## config.mk

```make
export PLATFORM = sky130hd
export DESIGN_NAME = clock12_alarm
export DESIGN_NICKNAME = d
export VERILOG_FILES = /design/src/rtl/clock12_pkg.sv /design/src/rtl/tick_downcounter.sv /design/src/rtl/clock12_alarm.sv
export SDC_FILE = /design/constraint.sdc
export NUM_CORES = 1
export LEC_CHECK = 0
export ABC_AREA = 1
export BUFFER_PORTS_ARGS = -buffer_cell sky130_fd_sc_hd__buf_2
export CAP_MARGIN = 20
export CORE_ASPECT_RATIO = 1.25
export CORE_MARGIN = 5
export CORE_UTILIZATION = 35
export CTS_CLUSTER_SIZE = 12
export DETAILED_ROUTE_END_ITERATION = 8
export GPL_TIMING_DRIVEN = 0
export PLACE_DENSITY = 0.62
export SETUP_SLACK_MARGIN = 0.2
export SLEW_MARGIN = 15
export SYNTH_ARGS = -nofsm -noshare
export SYNTH_HDL_FRONTEND = slang
export SYNTH_HIERARCHICAL = 1
export SYNTH_SLANG_ARGS = --single-unit
```

## constraint.sdc

```tcl
create_clock -name clk -period 2.6 [get_ports clk]
set_input_delay 0.52 -clock clk [delete_from_list [all_inputs] [get_ports clk]]
set_output_delay 0.52 -clock clk [all_outputs]
set_load 0.01 [all_outputs]
```

## src/rtl/clock12_pkg.sv

```systemverilog
// Shared state encoding, BCD limits and parameter defaults for the 12-hour alarm.
package clock12_pkg;

    typedef enum logic [1:0] {
        ST_IDLE    = 2'd0,
        ST_ARMED   = 2'd1,
        ST_RINGING = 2'd2,
        ST_SNOOZE  = 2'd3
    } alarm_state_t;

    localparam logic [7:0] BCD_HH_MIN = 8'h01;
    localparam logic [7:0] BCD_HH_MAX = 8'h12;
    localparam logic [7:0] BCD_MM_MIN = 8'h00;
    localparam logic [7:0] BCD_MM_MAX = 8'h59;

    localparam int RING_TICKS_DEF   = 60;
    localparam int SNOOZE_TICKS_DEF = 300;
    localparam int MAX_SNOOZE_DEF   = 3;

    // Legal BCD digits keep numeric order, so a plain range compare is enough.
    function automatic logic bcd_in_range(input logic [7:0] v,
                                          input logic [7:0] lo,
                                          input logic [7:0] hi);
        return (v[7:4] <= 4'd9) && (v[3:0] <= 4'd9) && (v >= lo) && (v <= hi);
    endfunction

endpackage

```

## src/rtl/tick_downcounter.sv

```systemverilog
// Loadable down-counter stepped by the seconds tick; flags the tick that empties it.
module tick_downcounter #(
    parameter int WIDTH = 9
) (
    input  logic             clk,
    input  logic             reset,
    input  logic             ena,
    input  logic             load,
    input  logic [WIDTH-1:0] load_val,
    output logic             expire
);

    logic [WIDTH-1:0] count;

    always_ff @(posedge clk) begin
        if (reset) begin
            count <= '0;
        end else if (load) begin
            count <= load_val;
        end else if (ena && (count != '0)) begin
            count <= count - WIDTH'(1);
        end
    end

    // An already-empty counter also expires, so a stale zero can never stall a ring.
    assign expire = ena && (count <= WIDTH'(1));

endmodule

```

## src/rtl/clock12_alarm.sv

```systemverilog
// Alarm controller for a 12-hour BCD clock: stored alarm time, ring/snooze FSM.
//
//  state      | meaning
//  -----------+----------------------------------------------
//  ST_IDLE    | arm low, alarm inactive
//  ST_ARMED   | waiting for the rising edge of a time match
//  ST_RINGING | ringing, counting RING_TICKS seconds
//  ST_SNOOZE  | snoozed, counting SNOOZE_TICKS seconds
module clock12_alarm
    import clock12_pkg::*;
#(
    parameter int RING_TICKS   = RING_TICKS_DEF,
    parameter int SNOOZE_TICKS = SNOOZE_TICKS_DEF,
    parameter int MAX_SNOOZE   = MAX_SNOOZE_DEF
) (
    input  logic       clk,
    input  logic       reset,
    input  logic       ena,
    input  logic       pm,
    input  logic [7:0] hh,
    input  logic [7:0] mm,
    input  logic [7:0] ss,
    input  logic       set_en,
    input  logic       set_pm,
    input  logic [7:0] set_hh,
    input  logic [7:0] set_mm,
    input  logic       arm,
    input  logic       snooze,
    input  logic       dismiss,
    output logic       ringing,
    output logic       snoozing,
    output logic       set_err,
    output logic [1:0] snooze_left
);

    localparam int CNT_MAX = (RING_TICKS > SNOOZE_TICKS) ? RING_TICKS : SNOOZE_TICKS;
    localparam int CNT_W   = $clog2(CNT_MAX + 1);

    alarm_state_t     state, state_nx;
    logic             a_pm;
    logic [7:0]       a_hh, a_mm;
    logic             match_c, match_q, match_rise;
    logic             set_ok;
    logic             cnt_load, cnt_expire;
    logic [CNT_W-1:0] cnt_val;
    logic [1:0]       sl_nx;

    assign set_ok = bcd_in_range(set_hh, BCD_HH_MIN, BCD_HH_MAX)
                 && bcd_in_range(set_mm, BCD_MM_MIN, BCD_MM_MAX);

    assign match_c    = (pm == a_pm) && (hh == a_hh) && (mm == a_mm) && (ss == 8'h00);
    assign match_rise = match_c && !match_q;

    always_ff @(posedge clk) begin
        if (reset) begin
            a_pm    <= 1'b0;
            a_hh    <= BCD_HH_MAX;
            a_mm    <= 8'h00;
            set_err <= 1'b0;
            match_q <= 1'b0;
        end else begin
            if (set_en && set_ok) begin
                a_pm <= set_pm;
                a_hh <= set_hh;
                a_mm <= set_mm;
            end
            set_err <= set_en && !set_ok;
            match_q <= match_c;
        end
    end

    always_ff @(posedge clk) begin
        if (reset) begin
            state       <= ST_IDLE;
            snooze_left <= 2'd0;
        end else begin
            state       <= state_nx;
            snooze_left <= sl_nx;
        end
    end

    // Priority: arm low > set_en > dismiss > snooze > expiry > match.
    always_comb begin
        state_nx = state;
        sl_nx    = snooze_left;
        cnt_load = 1'b0;
        cnt_val  = '0;
        if (!arm) begin
            state_nx = ST_IDLE;
        end else if (set_en) begin
            if (set_ok) state_nx = ST_ARMED;
        end else begin
            case (state)
                ST_IDLE: state_nx = ST_ARMED;
                ST_ARMED: begin
                    if (match_rise) begin
                        state_nx = ST_RINGING;
                        sl_nx    = 2'(MAX_SNOOZE);
                        cnt_load = 1'b1;
                        cnt_val  = CNT_W'(RING_TICKS);
                    end
                end
                ST_RINGING: begin
                    if (dismiss) begin
                        state_nx = ST_ARMED;
                    end else if (snooze) begin
                        if (snooze_left != 2'd0) begin
                            state_nx = ST_SNOOZE;
                            sl_nx    = snooze_left - 2'd1;
                            cnt_load = 1'b1;
                            cnt_val  = CNT_W'(SNOOZE_TICKS);
                        end else begin
                            state_nx = ST_ARMED;
                        end
                    end else if (cnt_expire) begin
                        state_nx = ST_ARMED;
                    end
                end
                ST_SNOOZE: begin
                    if (dismiss) begin
                        state_nx = ST_ARMED;
                    end else if (cnt_expire) begin
                        state_nx = ST_RINGING;
                        cnt_load = 1'b1;
                        cnt_val  = CNT_W'(RING_TICKS);
                    end
                end
                default: state_nx = ST_IDLE;
            endcase
        end
    end

    always_comb begin
        ringing  = 1'b0;
        snoozing = 1'b0;
        case (state)
            ST_RINGING: ringing  = 1'b1;
            ST_SNOOZE:  snoozing = 1'b1;
            default: ;
        endcase
    end

    tick_downcounter #(.WIDTH(CNT_W)) u_ticks (
        .clk      (clk),
        .reset    (reset),
        .ena      (ena),
        .load     (cnt_load),
        .load_val (cnt_val),
        .expire   (cnt_expire)
    );

endmodule

```

* Word level (Yosys, flattened, before mapping)
Cells that the tools add are included.
** Storage, ports and cells
- Logic and storage cells :: 98
- Input bits :: 49
- Register bits after elaboration :: 32
- Output and inout port bits :: 5
** Cells by class
- Reduce and logical (&&, ||, !) cells :: 26
- Magnitude comparators :: 9
- Bitwise gates (word level) :: 2
- Mux-type cells :: 37
- $add $sub $neg :: 2
- Eq/ne operators :: 14
** Operator list (number)
- $mux W9 :: 7
- $pmux W9 S3 :: 1
- $mux W2 :: 13
- $mux W6 :: 3
- $eq A8 B8 Y1 :: 2
- $ge A8 B1 Y1 const B :: 2
- $le A4 B4 Y1 const B :: 4
- $logic_and A1 B1 Y1 :: 15
- $mux W1 :: 10
- $le A9 B1 Y1 const B :: 1
- $reduce_bool A9 Y1 :: 1
- $sub A9 B1 Y9 const B :: 1
- $le A8 B5 Y1 const B :: 1
- $le A8 B7 Y1 const B :: 1
- $logic_not A8 Y1 :: 1
- $ne A2 B2 Y1 const B :: 4
- $pmux W2 S4 :: 1
- $reduce_and A7 Y1 :: 1
- $reduce_bool A2 Y1 :: 3
- $ne A5 B5 Y1 const B :: 1
- $eq A2 B2 Y1 const B :: 2
- $ne A4 B4 Y1 const B :: 1
- $pmux W2 S2 :: 1
- $reduce_and A4 Y1 :: 1
- 10 further kinds :: 12

* Logic depth before layout (Yosys ltp)
Gate-level depths: netlist of run 1.
- Depth in word-level cells :: 10
- Depth in mapped cells :: 18
- Mapped depth without buffers :: 16

* Hierarchy
The synthesis of run 1 kept the hierarchy.
** By module, submodules not included
- clock12_alarm :: area an instance 1435.1 sq um, seq. area each 460.4 sq um, instances 1, cells an instance 233
- tick_downcounter :: area an instance 645.6 sq um, seq. area each 180.2 sq um, instances 1, cells an instance 104

* Least setup slack after synthesis of run 1
OpenSTA, ideal clock, no wires.
- Path kind :: input -> register
- Start point :: input port ss[7]
- End point :: register u_ticks.count[4]
- Setup time :: 0.116 ns
- Setup slack :: 0.288 ns
- Arrival :: 2.196 ns
- Stages on the path :: 16
- Path buffers :: 2
- Required time :: 2.484 ns
- Path through :: nor2_1 > nand2_1 > nor2_1 > nand2_1 > nor2_2 > nand4_2 > o21ai_1 > inv_1 > a21oi_1 > buf_2 > inv_1 > buf_2 > o21ai_0 > nand2_1 > o21ai_0 > nor2_1
** Between the ends
- Word-level cells in the longest chain between the ends :: 8
- Elaborated cells between the ends (all ways) :: 13
- Those cells by class :: mux: 9; reduce/logical: 4
** Ends and longest elaborated chain
- from (decl) :: line clock12_alarm.sv:22 : input logic [7:0] ss,
- $logic_not A8 Y1 (*) :: line clock12_alarm.sv:51 : assign match_c = (pm == a_pm) && (hh == a_hh) && (mm == a_mm) && (ss == 8'h00);
- $logic_and A1 B1 Y1 (*) :: line clock12_alarm.sv:51
- $logic_and A1 B1 Y1 (*) :: line clock12_alarm.sv:52 : assign match_rise = match_c && !match_q;
- $mux W1 (*) :: line clock12_alarm.sv:96 : if (match_rise) begin
- $pmux W1 S3 (*) :: line clock12_alarm.sv:93 : case (state)
- $mux W1 (*) :: line clock12_alarm.sv:90 : end else if (set_en) begin
- $mux W1 (*) :: line clock12_alarm.sv:88 : if (!arm) begin
- net cnt_load :: line clock12_alarm.sv:44 : logic cnt_load, cnt_expire;
- $mux W9 or $reduce_bool A2 Y1 (tied branches)
- to (signal assigned) :: line tick_downcounter.sv:19 : count <= load_val;
- to (signal assigned) :: line tick_downcounter.sv:21 : count <= count - WIDTH'(1);
- to (decl) :: line tick_downcounter.sv:13 : logic [WIDTH-1:0] count;
Mark *: on every way through the listed nets, which the timed path passes. The rest lies on a longest branch.
A chain may end at the register's enable or synchronous reset.

* Worst setup path in the final report of run 1
- Start point :: register u_ticks.count[2]
- End point :: register u_ticks.count[4]
** Between the ends
- Word-level cells in the longest chain between the ends :: 8
- Elaborated cells between the ends (all ways) :: 18
- Those cells by class :: add/sub: 1; order compare: 1; mux: 12; reduce/logical: 4
** Ends and longest elaborated chain
- $le A9 B1 Y1 (*) :: line tick_downcounter.sv:26 : assign expire = ena && (count <= WIDTH'(1));
- $logic_and A1 B1 Y1 (*) :: line tick_downcounter.sv:26
- net cnt_expire :: line clock12_alarm.sv:44
- $mux W1 (*) :: line clock12_alarm.sv:122 : end else if (cnt_expire) begin
- $mux W1 (*) :: line clock12_alarm.sv:120 : if (dismiss) begin
- $pmux W1 S3 (*) :: line clock12_alarm.sv:93
- $mux W1 (*) :: line clock12_alarm.sv:90
- $mux W1 (*) :: line clock12_alarm.sv:88
- net cnt_load :: line clock12_alarm.sv:44
- $mux W9 or $reduce_bool A2 Y1 (tied branches)
Mark *: on every way through the listed nets, which the timed path passes. The rest lies on a longest branch. The select of a mux whose other input is x is not followed.

==> flow_summary.html, run 1 <==
<table>
<tr><th>Metric</th><th>Value</th></tr>
<tr><th colspan="2">Outcome</th></tr>
<tr><td>Status</td><td>complete, no violations</td></tr>
<tr><th colspan="2">CTS</th></tr>
<tr><td>Clock Sink Count</td><td>32</td></tr>
<tr><td>Cts bufs inserted</td><td>5</td></tr>
<tr><td>H-tree level count</td><td>2</td></tr>
<tr><td>Clock latency at the later pin of the worst-skew pair</td><td>280 ps</td></tr>
<tr><td>CTS tree</td><td>yes</td></tr>
<tr><td>Clock-pin slew on the worst setup and hold paths</td><td>70 ps</td></tr>
<tr><td>CTS Root Cell</td><td>clkbuf_8</td></tr>
<tr><td>Maximum buffer depth of the clock tree</td><td>2</td></tr>
<tr><th colspan="2">Critical path</th></tr>
<tr><td>Crit path DAT</td><td>2380 ps</td></tr>
<tr><td>Slowest library cell on the worst path</td><td>dfxtp_4</td></tr>
<tr><td>Number of stages on the worst setup path</td><td>16</td></tr>
<tr><td>Largest incremental delay on the critical path</td><td>370 ps</td></tr>
<tr><td>Critical path peak fanout</td><td>10</td></tr>
<tr><td>Endpoint class of the critical path</td><td>register</td></tr>
<tr><td>Critical setup path kind</td><td>register to register</td></tr>
<tr><td>Worst endpoint required time</td><td>2780 ps</td></tr>
<tr><td>Critical path launch point type</td><td>register</td></tr>
<tr><td>FF-to-FF Start</td><td>u_ticks/count[2]</td></tr>
<tr><td>CP top delay family</td><td>compound AO/OA/AOI/OAI gates</td></tr>
<tr><td>Ordered list of cells on the worst path</td><td>nor2_2, nand2_2, nor2_2, nand2_1, a211oi_2, nand3_1, o21ai_1, inv_1, a21oi_4, buf_6, inv_1, buf_6, o21ai_0, nand2_1, o21ai_0, nor2_1</td></tr>
<tr><td>Terminus of the critical flop-to-flop path</td><td>u_ticks/count[4]</td></tr>
<tr><td>Setup slack of the most critical reg-to-reg path</td><td>400 ps</td></tr>
<tr><td>Worst Reg-to-Reg Cells</td><td>16</td></tr>
<tr><td>Buffer and inverter count on the worst path</td><td>4</td></tr>
<tr><th colspan="2">Floorplan</th></tr>
<tr><td>Die footprint</td><td>0.00760 sq mm</td></tr>
<tr><td>Core Rows</td><td>31</td></tr>
<tr><td>Chip height</td><td>96.2 microns</td></tr>
<tr><td>Initial cell density of the core</td><td>36.0%</td></tr>
<tr><td>I/O pins</td><td>54</td></tr>
<tr><td>Core box area</td><td>0.00578 sq mm</td></tr>
<tr><td>Horiz. Die Dim</td><td>79.0 microns</td></tr>
<tr><th colspan="2">Synthesis</th></tr>
<tr><td>Flip-flop and latch count after synthesis</td><td>32</td></tr>
<tr><td>Gate count after technology mapping</td><td>337</td></tr>
<tr><td>Most frequently used cell type in the post-synthesis netlist</td><td>nand2_1</td></tr>
<tr><td>Count of flip-flops with a built-in enable after synthesis</td><td>0</td></tr>
<tr><td>Distinct cells, synth</td><td>31</td></tr>
<tr><td>Largest area contributor in the netlist</td><td>dfxtp_1</td></tr>
<tr><td>Async S/R FF share, synth</td><td>0%</td></tr>
<tr><td>Ys flop type</td><td>dfxtp_1</td></tr>
<tr><td>Most common library cells after synthesis</td><td>88 x nand2_1, 49 x inv_1, 48 x nor2_1</td></tr>
<tr><td>Combined area of all synthesized cells</td><td>0.00208 sq mm</td></tr>
<tr><td>Mean Syn Cell Area</td><td>6.17 sq um</td></tr>
<tr><td>Syn. warnings</td><td>6</td></tr>
<tr><td>Cell types occupying the most area after synthesis</td><td>dfxtp_1 31%, nand2_1 16%, inv_1 8.8%</td></tr>
<tr><td>Top-area cell type share of the netlist area</td><td>30.8%</td></tr>
<tr><td>Sequential area share after synthesis</td><td>30.8%</td></tr>
<tr><th colspan="2">Routing</th></tr>
<tr><td>Total routed wirelength</td><td>4.86 mm</td></tr>
<tr><td>Average wire per cell in the routed design</td><td>10.3 microns</td></tr>
<tr><td>Number of routed nets with antenna violations</td><td>0</td></tr>
<tr><td>Via density per instance</td><td>4.63</td></tr>
<tr><td>Number of violations reported at the end of detailed-routing iteration 0</td><td>39</td></tr>
<tr><td>Initial DRT Pass Iterations</td><td>4</td></tr>
<tr><td>Number of remaining DRC errors</td><td>0</td></tr>
<tr><td>Total number of vias</td><td>2180</td></tr>
<tr><th colspan="2">Placed design</th></tr>
<tr><td>Final GP Congestion</td><td>0.850</td></tr>
<tr><td>Half-perimeter wire length after placement</td><td>3.99 mm</td></tr>
<tr><td>Port buffer count</td><td>53</td></tr>
<tr><td>Cell area reported after detailed placement</td><td>0.00244 sq mm</td></tr>
<tr><th colspan="2">Timing</th></tr>
<tr><td>Top achievable clock speed</td><td>455 MHz</td></tr>
<tr><td>Final max-slew violation count</td><td>0</td></tr>
<tr><td>Unrepaired setup endpoints after global routing</td><td>no</td></tr>
<tr><td>Setup TNS Final</td><td>0 ps</td></tr>
<tr><td>Share of the clock period used by the worst path</td><td>84.6%</td></tr>
<tr><td>Worst-case clock skew</td><td>10.2 ps</td></tr>
<tr><td>Hold Vio Cnt, Final</td><td>0</td></tr>
<tr><td>Final min period</td><td>2200 ps</td></tr>
<tr><td>Setup violation total in the final timing report</td><td>0</td></tr>
<tr><th colspan="2">Worst hold path</th></tr>
<tr><td>Worst hold path startpoint</td><td>a_hh[5]</td></tr>
<tr><td>Class of the tightest hold or removal check</td><td>register to register</td></tr>
<tr><td>Hold Path End</td><td>a_hh[5]</td></tr>
<tr><td>Count of cells along the worst hold path</td><td>2</td></tr>
<tr><th colspan="2">GRT</th></tr>
<tr><td>Initial antenna violation count</td><td>0</td></tr>
<tr><td>Pin count of the biggest net entering global routing</td><td>11</td></tr>
<tr><td>Aggregate global-route resource usage</td><td>13.8%</td></tr>
<tr><td>Overflow left after global routing</td><td>0</td></tr>
<tr><td>Via count of the first global-routing pass</td><td>2078</td></tr>
<tr><td>Global-route wire length before repair</td><td>8.58 mm</td></tr>
<tr><th colspan="2">Cells and area</th></tr>
<tr><td>Layout cell share with drive strength beyond 1</td><td>24.7%</td></tr>
<tr><td>Nets</td><td>460</td></tr>
<tr><td>Antenna fix cells</td><td>0</td></tr>
<tr><td>Final standard cell area without fillers</td><td>0.00262 sq mm</td></tr>
<tr><td>Number of inserted filler cells in the final layout</td><td>616</td></tr>
<tr><td>Layout overhead on the synthesized area</td><td>25.7%</td></tr>
<tr><th colspan="2">Pwr</th></tr>
<tr><td>Worst ir drop on vdd</td><td>0.297 mV</td></tr>
<tr><td>Pwr Density</td><td>638 mW/mm^2</td></tr>
<tr><td>Reported leakage power</td><td>1.26 nW</td></tr>
<tr><th colspan="2">Run</th></tr>
<tr><td>Number of violations of the max-capacitance limit</td><td>0</td></tr>
</table>
==> state kept, by name, summed over array words and instances (netlist names) <==
name and count:
a_pm 1, a_hh 8, u_ticks/count 9, match_q 1
set_err 1, a_mm 8, state 2, snooze_left 2
==> worst max path at each step <==
stage / slack, ps / end / from
after global routing: 190 / u_ticks/count[4] / u_ticks/count[2]
after CTS: 200 / u_ticks/count[4] / u_ticks/count[2]
after detailed placement: -170 / u_ticks/count[4] / ss[7]
final: 400 / u_ticks/count[4] / u_ticks/count[2]
after global placement: -150 / u_ticks/count[4] / ss[7]
after floorplan: 290 / u_ticks/count[4] / ss[7]
==> worst reg2reg max path, cell delays in order (launching register included) <==
cell and delay, ps:
dfxtp_4 370, nor2_2 120, nand2_2 90, nor2_2 100, nand2_1 70, a211oi_2 240
nand3_1 100, o21ai_1 80, inv_1 90, a21oi_4 170, buf_6 120, inv_1 70
buf_6 150, o21ai_0 150, nand2_1 70, o21ai_0 70, nor2_1 50
==> stage by stage <==
| step | util [%] | setup slack [ps] | hold slack [ps] | power, mW | std cells |
|---|---|---|---|---|---|
| finish | 45.3 | 400 | 450 | 1.67 | 471 |
| floorplan | - | 288 | 428 | 1.07 | 340 |
| global placement | 42.2 | -147 | 434 | 1.21 | 459 |
| CTS | 44.5 | 204 | 455 | 1.66 | 469 |
| global route | 45.3 | 194 | 469 | 1.81 | 471 |
| detailed placement | 42.2 | -173 | 445 | 1.22 | 459 |
==> power by group <==
part	leakage (nW)	internal, mW	switching [mW]
clock	0.0510	0.211	0.189
combinational	0.951	0.283	0.375
sequential	0.262	0.545	0.0661
==> cell type report <==
cell class	instances	area, sq um	share of cell area (%)
sequential	32	648	24.8
multi-input combinational	249	1240	47.6
inverter	53	204	7.80
buffer	6	48.8	1.87
tap	66	82.6	3.16
clock inverter	2	10.0	0.383
timing repair buffer	57	295	11.3
clock buffer	6	82.6	3.16
==> layout by cell type (no fill, tap or decap), types with 4 or more instances in the layout <==
master and instances:
nand2_1 87, nor2_1 44, nor2_2 8, conb_1 4
buf_4 5, nand2_2 4, nand4_1 4, buf_2 53
a21oi_1 22, clkbuf_8 6, nand3_1 20, nor3_1 6
inv_2 5, o21ai_0 20, dfxtp_1 28, inv_1 47
xnor2_1 6, ha_1 7
==> logic make-up after synthesis <==
| logic type | count (synthesis) | synth area share (%) |
|---|---|---|
| fa+ha+maj | 7 | 4.21 |
| compound gates | 50 | 12.6 |
| xor+xnor | 7 | 2.95 |
| other cells | 1 | 0.180 |
| simple gates | 181 | 37.8 |
| flops | 32 | 30.8 |
| buf+inv | 59 | 11.5 |
==> layer usage <==
metal,wire length (microns),vias to the layer above,share of wire (%),global-route usage (%)
li1,-,1186,-,-
met1,2050,947,42,15.0
met2,2520,40,52,26.8
met3,237,7,4.9,3.00
met4,52,0,1.1,3.87
met5,0,-,0,0
==> what timing repair did <==
item,in CTS,in global routing
gates resized for setup,6,15
buffers inserted,2,2
hold buffers,0,0
setup endpoints to repair,9,9
pin swaps,2,3
No activity file was read; power rests on OpenSTA's default activity.
==> run 2: changes to the inputs <==
Settings changed: ABC_AREA 1 to 0, PLACE_DENSITY 0.62 to 0.65.
Clock period 2.6 ns to 1.95 ns, I/O delays scaled along.
==> run 2 against run 1 <==
The run now ends with negative setup slack left. Highest routed layer unchanged. Cell count shrank 26%. Largest power group unchanged. Combinational power rose by 61%. Utilization is 4.7 points higher.
==> flow_summary.html, run 2 <==
<table>
<tr><th>Metric</th><th>Value</th></tr>
<tr><th colspan="2">Critical path</th></tr>
<tr><td>Slowest library cell on the worst path</td><td>or4_4</td></tr>
<tr><td>Most prevalent standard cell on the critical path</td><td>or4_4</td></tr>
<tr><td>Worst endpoint required time</td><td>2140 ps</td></tr>
<tr><td>Setup slack of the most critical reg-to-reg path</td><td>-670 ps</td></tr>
<tr><td>Terminus of the critical flop-to-flop path</td><td>state[0]</td></tr>
<tr><td>Critical path launch point type</td><td>register</td></tr>
<tr><td>Crit path DAT</td><td>2810 ps</td></tr>
<tr><td>Critical setup path kind</td><td>register to register</td></tr>
<tr><td>Critical path peak fanout</td><td>2</td></tr>
<tr><td>Endpoint class of the critical path</td><td>register</td></tr>
<tr><td>Worst Reg-to-Reg Cells</td><td>9</td></tr>
<tr><td>Ordered list of cells on the worst path</td><td>or4_4, buf_6, or3_4, nor2_4, nor2_1, o21a_1, or4_4, a21bo_1, a2111oi_2</td></tr>
<tr><td>Largest incremental delay on the critical path</td><td>520 ps</td></tr>
<tr><td>FF-to-FF Start</td><td>u_ticks/count[2]</td></tr>
<tr><th colspan="2">Cells and area</th></tr>
<tr><td>Layout Cells excl Fill</td><td>347</td></tr>
<tr><td>Flip-flop count of the largest register, all copies and words added</td><td>9</td></tr>
<tr><td>Area taken by multi-input logic gates</td><td>0.00126 sq mm</td></tr>
<tr><td>Nets</td><td>340</td></tr>
<tr><td>Register area</td><td>647 sq um</td></tr>
<tr><td>Layout cell share with drive strength beyond 1</td><td>37.9%</td></tr>
<tr><td>Largest registers</td><td>u_ticks/count (9), a_hh (8), a_mm (8)</td></tr>
<tr><td>Most frequent cells in the layout</td><td>53 x buf_2, 29 x nor2_1, 29 x dfxtp_1, 13 x xor2_1</td></tr>
<tr><td>Antenna fix cells</td><td>0</td></tr>
<tr><td>Register name with the most flops</td><td>u_ticks/count</td></tr>
<tr><td>Final Core Density</td><td>49.9%</td></tr>
<tr><td>Most common library cell in the layout ignoring fill and taps</td><td>buf_2</td></tr>
<tr><td>Number of inserted filler cells in the final layout</td><td>506</td></tr>
<tr><td>Layout overhead on the synthesized area</td><td>38.2%</td></tr>
<tr><th colspan="2">Routing</th></tr>
<tr><td>Post-Route M1 WL</td><td>1.90 mm</td></tr>
<tr><td>Total number of vias</td><td>1792</td></tr>
<tr><td>Number of remaining DRC errors</td><td>0</td></tr>
<tr><td>Top layer used by detailed routing</td><td>met4</td></tr>
<tr><td>Average wire per cell in the routed design</td><td>13.4 microns</td></tr>
<tr><td>DR WL met3</td><td>362 microns</td></tr>
<tr><td>Number of violations reported at the end of detailed-routing iteration 0</td><td>67</td></tr>
<tr><td>Via density per instance</td><td>5.16</td></tr>
<tr><td>Initial DRT Pass Iterations</td><td>4</td></tr>
<tr><td>Number of routed nets with antenna violations</td><td>0</td></tr>
<tr><td>Total routed wirelength</td><td>4.66 mm</td></tr>
<tr><td>Met2 layer wire length in the routed design</td><td>2.35 mm</td></tr>
<tr><th colspan="2">Synthesis</th></tr>
<tr><td>Syn. warnings</td><td>6</td></tr>
<tr><td>Count of flip-flops with a built-in enable after synthesis</td><td>0</td></tr>
<tr><td>Most frequently used cell type in the post-synthesis netlist</td><td>nor2_1</td></tr>
<tr><td>Cell types occupying the most area after synthesis</td><td>dfxtp_1 35%, nor2_1 7.0%, mux2i_1 6.5%</td></tr>
<tr><td>Async S/R FF share, synth</td><td>0%</td></tr>
<tr><td>Top-area cell type share of the netlist area</td><td>34.9%</td></tr>
<tr><td>Distinct cells, synth</td><td>49</td></tr>
<tr><td>Flip-flop and latch count after synthesis</td><td>32</td></tr>
<tr><td>Ys flop type</td><td>dfxtp_1</td></tr>
<tr><td>Most common library cells after synthesis</td><td>34 x nor2_1, 32 x dfxtp_1, 13 x xor2_1</td></tr>
<tr><td>Mean Syn Cell Area</td><td>8.70 sq um</td></tr>
<tr><td>Combined area of all synthesized cells</td><td>0.00184 sq mm</td></tr>
<tr><td>Sequential area share after synthesis</td><td>34.9%</td></tr>
<tr><td>Largest area contributor in the netlist</td><td>dfxtp_1</td></tr>
<tr><td>Gate count after technology mapping</td><td>211</td></tr>
<tr><th colspan="2">GRT</th></tr>
<tr><td>Overflow left after global routing</td><td>0</td></tr>
<tr><td>Via count of the first global-routing pass</td><td>1796</td></tr>
<tr><td>Pin count of the biggest net entering global routing</td><td>13</td></tr>
<tr><td>Global-route wire length before repair</td><td>7.69 mm</td></tr>
<tr><td>Aggregate global-route resource usage</td><td>14.3%</td></tr>
<tr><td>Initial antenna violation count</td><td>0</td></tr>
<tr><th colspan="2">CTS</th></tr>
<tr><td>CTS tree</td><td>yes</td></tr>
<tr><td>Clock-pin slew on the worst setup and hold paths</td><td>80 ps</td></tr>
<tr><td>Maximum buffer depth of the clock tree</td><td>2</td></tr>
<tr><td>Clock latency at the later pin of the worst-skew pair</td><td>290 ps</td></tr>
<tr><td>H-tree level count</td><td>2</td></tr>
<tr><td>Hold-fix buffers, CTS</td><td>0</td></tr>
<tr><td>Clock Sink Count</td><td>32</td></tr>
<tr><td>Cts bufs inserted</td><td>5</td></tr>
<tr><td>CTS Root Cell</td><td>clkbuf_8</td></tr>
<tr><th colspan="2">Placed design</th></tr>
<tr><td>Half-perimeter wire length after placement</td><td>3.47 mm</td></tr>
<tr><td>Final GP Congestion</td><td>0.753</td></tr>
<tr><td>Placement Setup Slack</td><td>-776 ps</td></tr>
<tr><td>Count of placed standard cells including taps</td><td>329</td></tr>
<tr><td>Port buffer count</td><td>53</td></tr>
<tr><th colspan="2">Pwr</th></tr>
<tr><td>Portion of total power attributed to the clock network</td><td>26.4%</td></tr>
<tr><td>Share of total power in sequential cells</td><td>31.7%</td></tr>
<tr><td>Switching share of total power</td><td>33.6%</td></tr>
<tr><td>Part of the total power dissipated in combinational logic</td><td>41.9%</td></tr>
<tr><td>Reported leakage power</td><td>1.03 nW</td></tr>
<tr><td>Psw</td><td>0.851 mW</td></tr>
<tr><td>Worst ir drop on vdd</td><td>0.444 mV</td></tr>
<tr><td>Pwr Density</td><td>998 mW/mm^2</td></tr>
<tr><td>Cell-internal power</td><td>1.68 mW</td></tr>
<tr><th colspan="2">Floorplan</th></tr>
<tr><td>Core Rows</td><td>29</td></tr>
<tr><td>Horiz. Die Dim</td><td>74.8 microns</td></tr>
<tr><td>Die footprint</td><td>0.00680 sq mm</td></tr>
<tr><td>Chip height</td><td>91.0 microns</td></tr>
<tr><td>Core box area</td><td>0.00508 sq mm</td></tr>
<tr><td>Initial cell density of the core</td><td>36.1%</td></tr>
<tr><td>I/O pins</td><td>54</td></tr>
<tr><th colspan="2">Worst hold path</th></tr>
<tr><td>Worst hold path startpoint</td><td>set_pm</td></tr>
<tr><td>Class of the tightest hold or removal check</td><td>input pin to register</td></tr>
<tr><td>Count of cells along the worst hold path</td><td>3</td></tr>
<tr><td>Hold Path End</td><td>a_pm</td></tr>
<tr><th colspan="2">Timing</th></tr>
<tr><td>Final min period</td><td>2620 ps</td></tr>
<tr><td>Slew margin rel.</td><td>61.3%</td></tr>
<tr><td>Least setup slack across all paths after layout</td><td>-672 ps</td></tr>
<tr><td>Final max-slew violation count</td><td>0</td></tr>
<tr><td>Top achievable clock speed</td><td>381 MHz</td></tr>
<tr><td>Unrepaired setup endpoints after global routing</td><td>yes</td></tr>
<tr><td>Worst-case clock skew</td><td>5.33 ps</td></tr>
<tr><td>Hold Vio Cnt, Final</td><td>0</td></tr>
<tr><td>Setup violation total in the final timing report</td><td>11</td></tr>
<tr><td>Share of the clock period used by the worst path</td><td>134%</td></tr>
<tr><td>Measured slew at the worst slew-check pin</td><td>581 ps</td></tr>
<tr><th colspan="2">Outcome</th></tr>
<tr><td>Status</td><td>finished with violations</td></tr>
<tr><td>Violations in the final reports</td><td>negative setup slack</td></tr>
<tr><th colspan="2">Run</th></tr>
<tr><td>Number of violations of the max-capacitance limit</td><td>0</td></tr>
</table>
==> run 2: cell types whose count changed in the layout (fill, tap and decap cells not counted), sizes merged, moves of 5 or more <==
cell | before | now
nor4 | 1 | 6
o21ai | 23 | 5
nand3 | 20 | 3
a21oi | 24 | 7
xor2 | 1 | 13
or4 | 0 | 6
nand2 | 93 | 11
a311oi | 0 | 6
mux2i | 0 | 12
buf | 61 | 67
inv | 52 | 12
nor2 | 55 | 34
==> run 2: cell type report <==
| type | count | area share [%] |
|---|---|---|
| clock buffer | 5 | 2.71 |
| multi-input combinational | 165 | 49.6 |
| timing repair buffer | 63 | 13.7 |
| buffer | 6 | 1.92 |
| clock inverter | 3 | 1.83 |
| inverter | 11 | 1.63 |
| tap | 62 | 3.06 |
| sequential | 32 | 25.5 |
==> run 2: routing by layer <==
layer,vias to the layer above,GRT usage (%)
met5,-,0
met3,6,5.08
met1,822,17.1
met2,59,23.7
met4,0,4.60
li1,905,-
==> run 2: worst max-delay path, delay by kind of cell, from the launching register on <==
family | cells | cell delay [ps]
DFF | 1 | 350
buffers and inverters | 1 | 130
AOI/OAI and AO/OA | 3 | 600
and+or+nand+nor | 5 | 1430
==> run 2: metrics by stage <==
step	hold WS, ps	TNS [ps]	cell area [sq um]	total power, mW
floorplan	450	-5130	1920	1.46
global placement	463	-8100	2260	1.63
detailed placement	464	-8540	2260	1.64
CTS	332	-4970	2470	2.46
global route	341	-6160	2540	2.67
finish	339	-4840	2540	2.53
==> run 2: how the worst max path moves through the flow <==
stage                                 from  endpoint  slack (ps)
after floorplan           u_ticks/count[2]  state[0]        -630
after global placement    u_ticks/count[2]  state[0]        -770
after detailed placement  u_ticks/count[2]  state[0]        -780
after CTS                 u_ticks/count[2]  state[0]        -680
after global routing      u_ticks/count[2]  state[0]        -780
final                     u_ticks/count[2]  state[0]        -670
==> run 2: what timing repair did <==
action                                  4_1_cts  5_1_grt
buffers inserted                              7        2
endpoints found under the setup margin       13       23
pin swaps                                     9        3
cloned                                        1        0
gates resized for setup                      10       12
hold endpoints to repair                      0        0
==> run 2: power by group through the flow <==
stage / clock network [mW] / registers (mW) / logic, mW
global route: 0.711 / 0.815 / 1.15
floorplan: 0 / 0.808 / 0.653
CTS: 0.686 / 0.801 / 0.968
finish: 0.669 / 0.803 / 1.06
global placement: 0 / 0.822 / 0.806
detailed placement: 0 / 0.823 / 0.818
==> run 2: logic make-up after synthesis <==
family / share of synthesized area (%)
and+or+nand+nor: 23.2
xor gates and xnor gates: 8.59
adders and majority gates: 4.77
muxes: 6.54
DFF: 34.9
other: 0.204
buffers and inverters: 3.95
AOI/OAI and AO/OA: 17.9
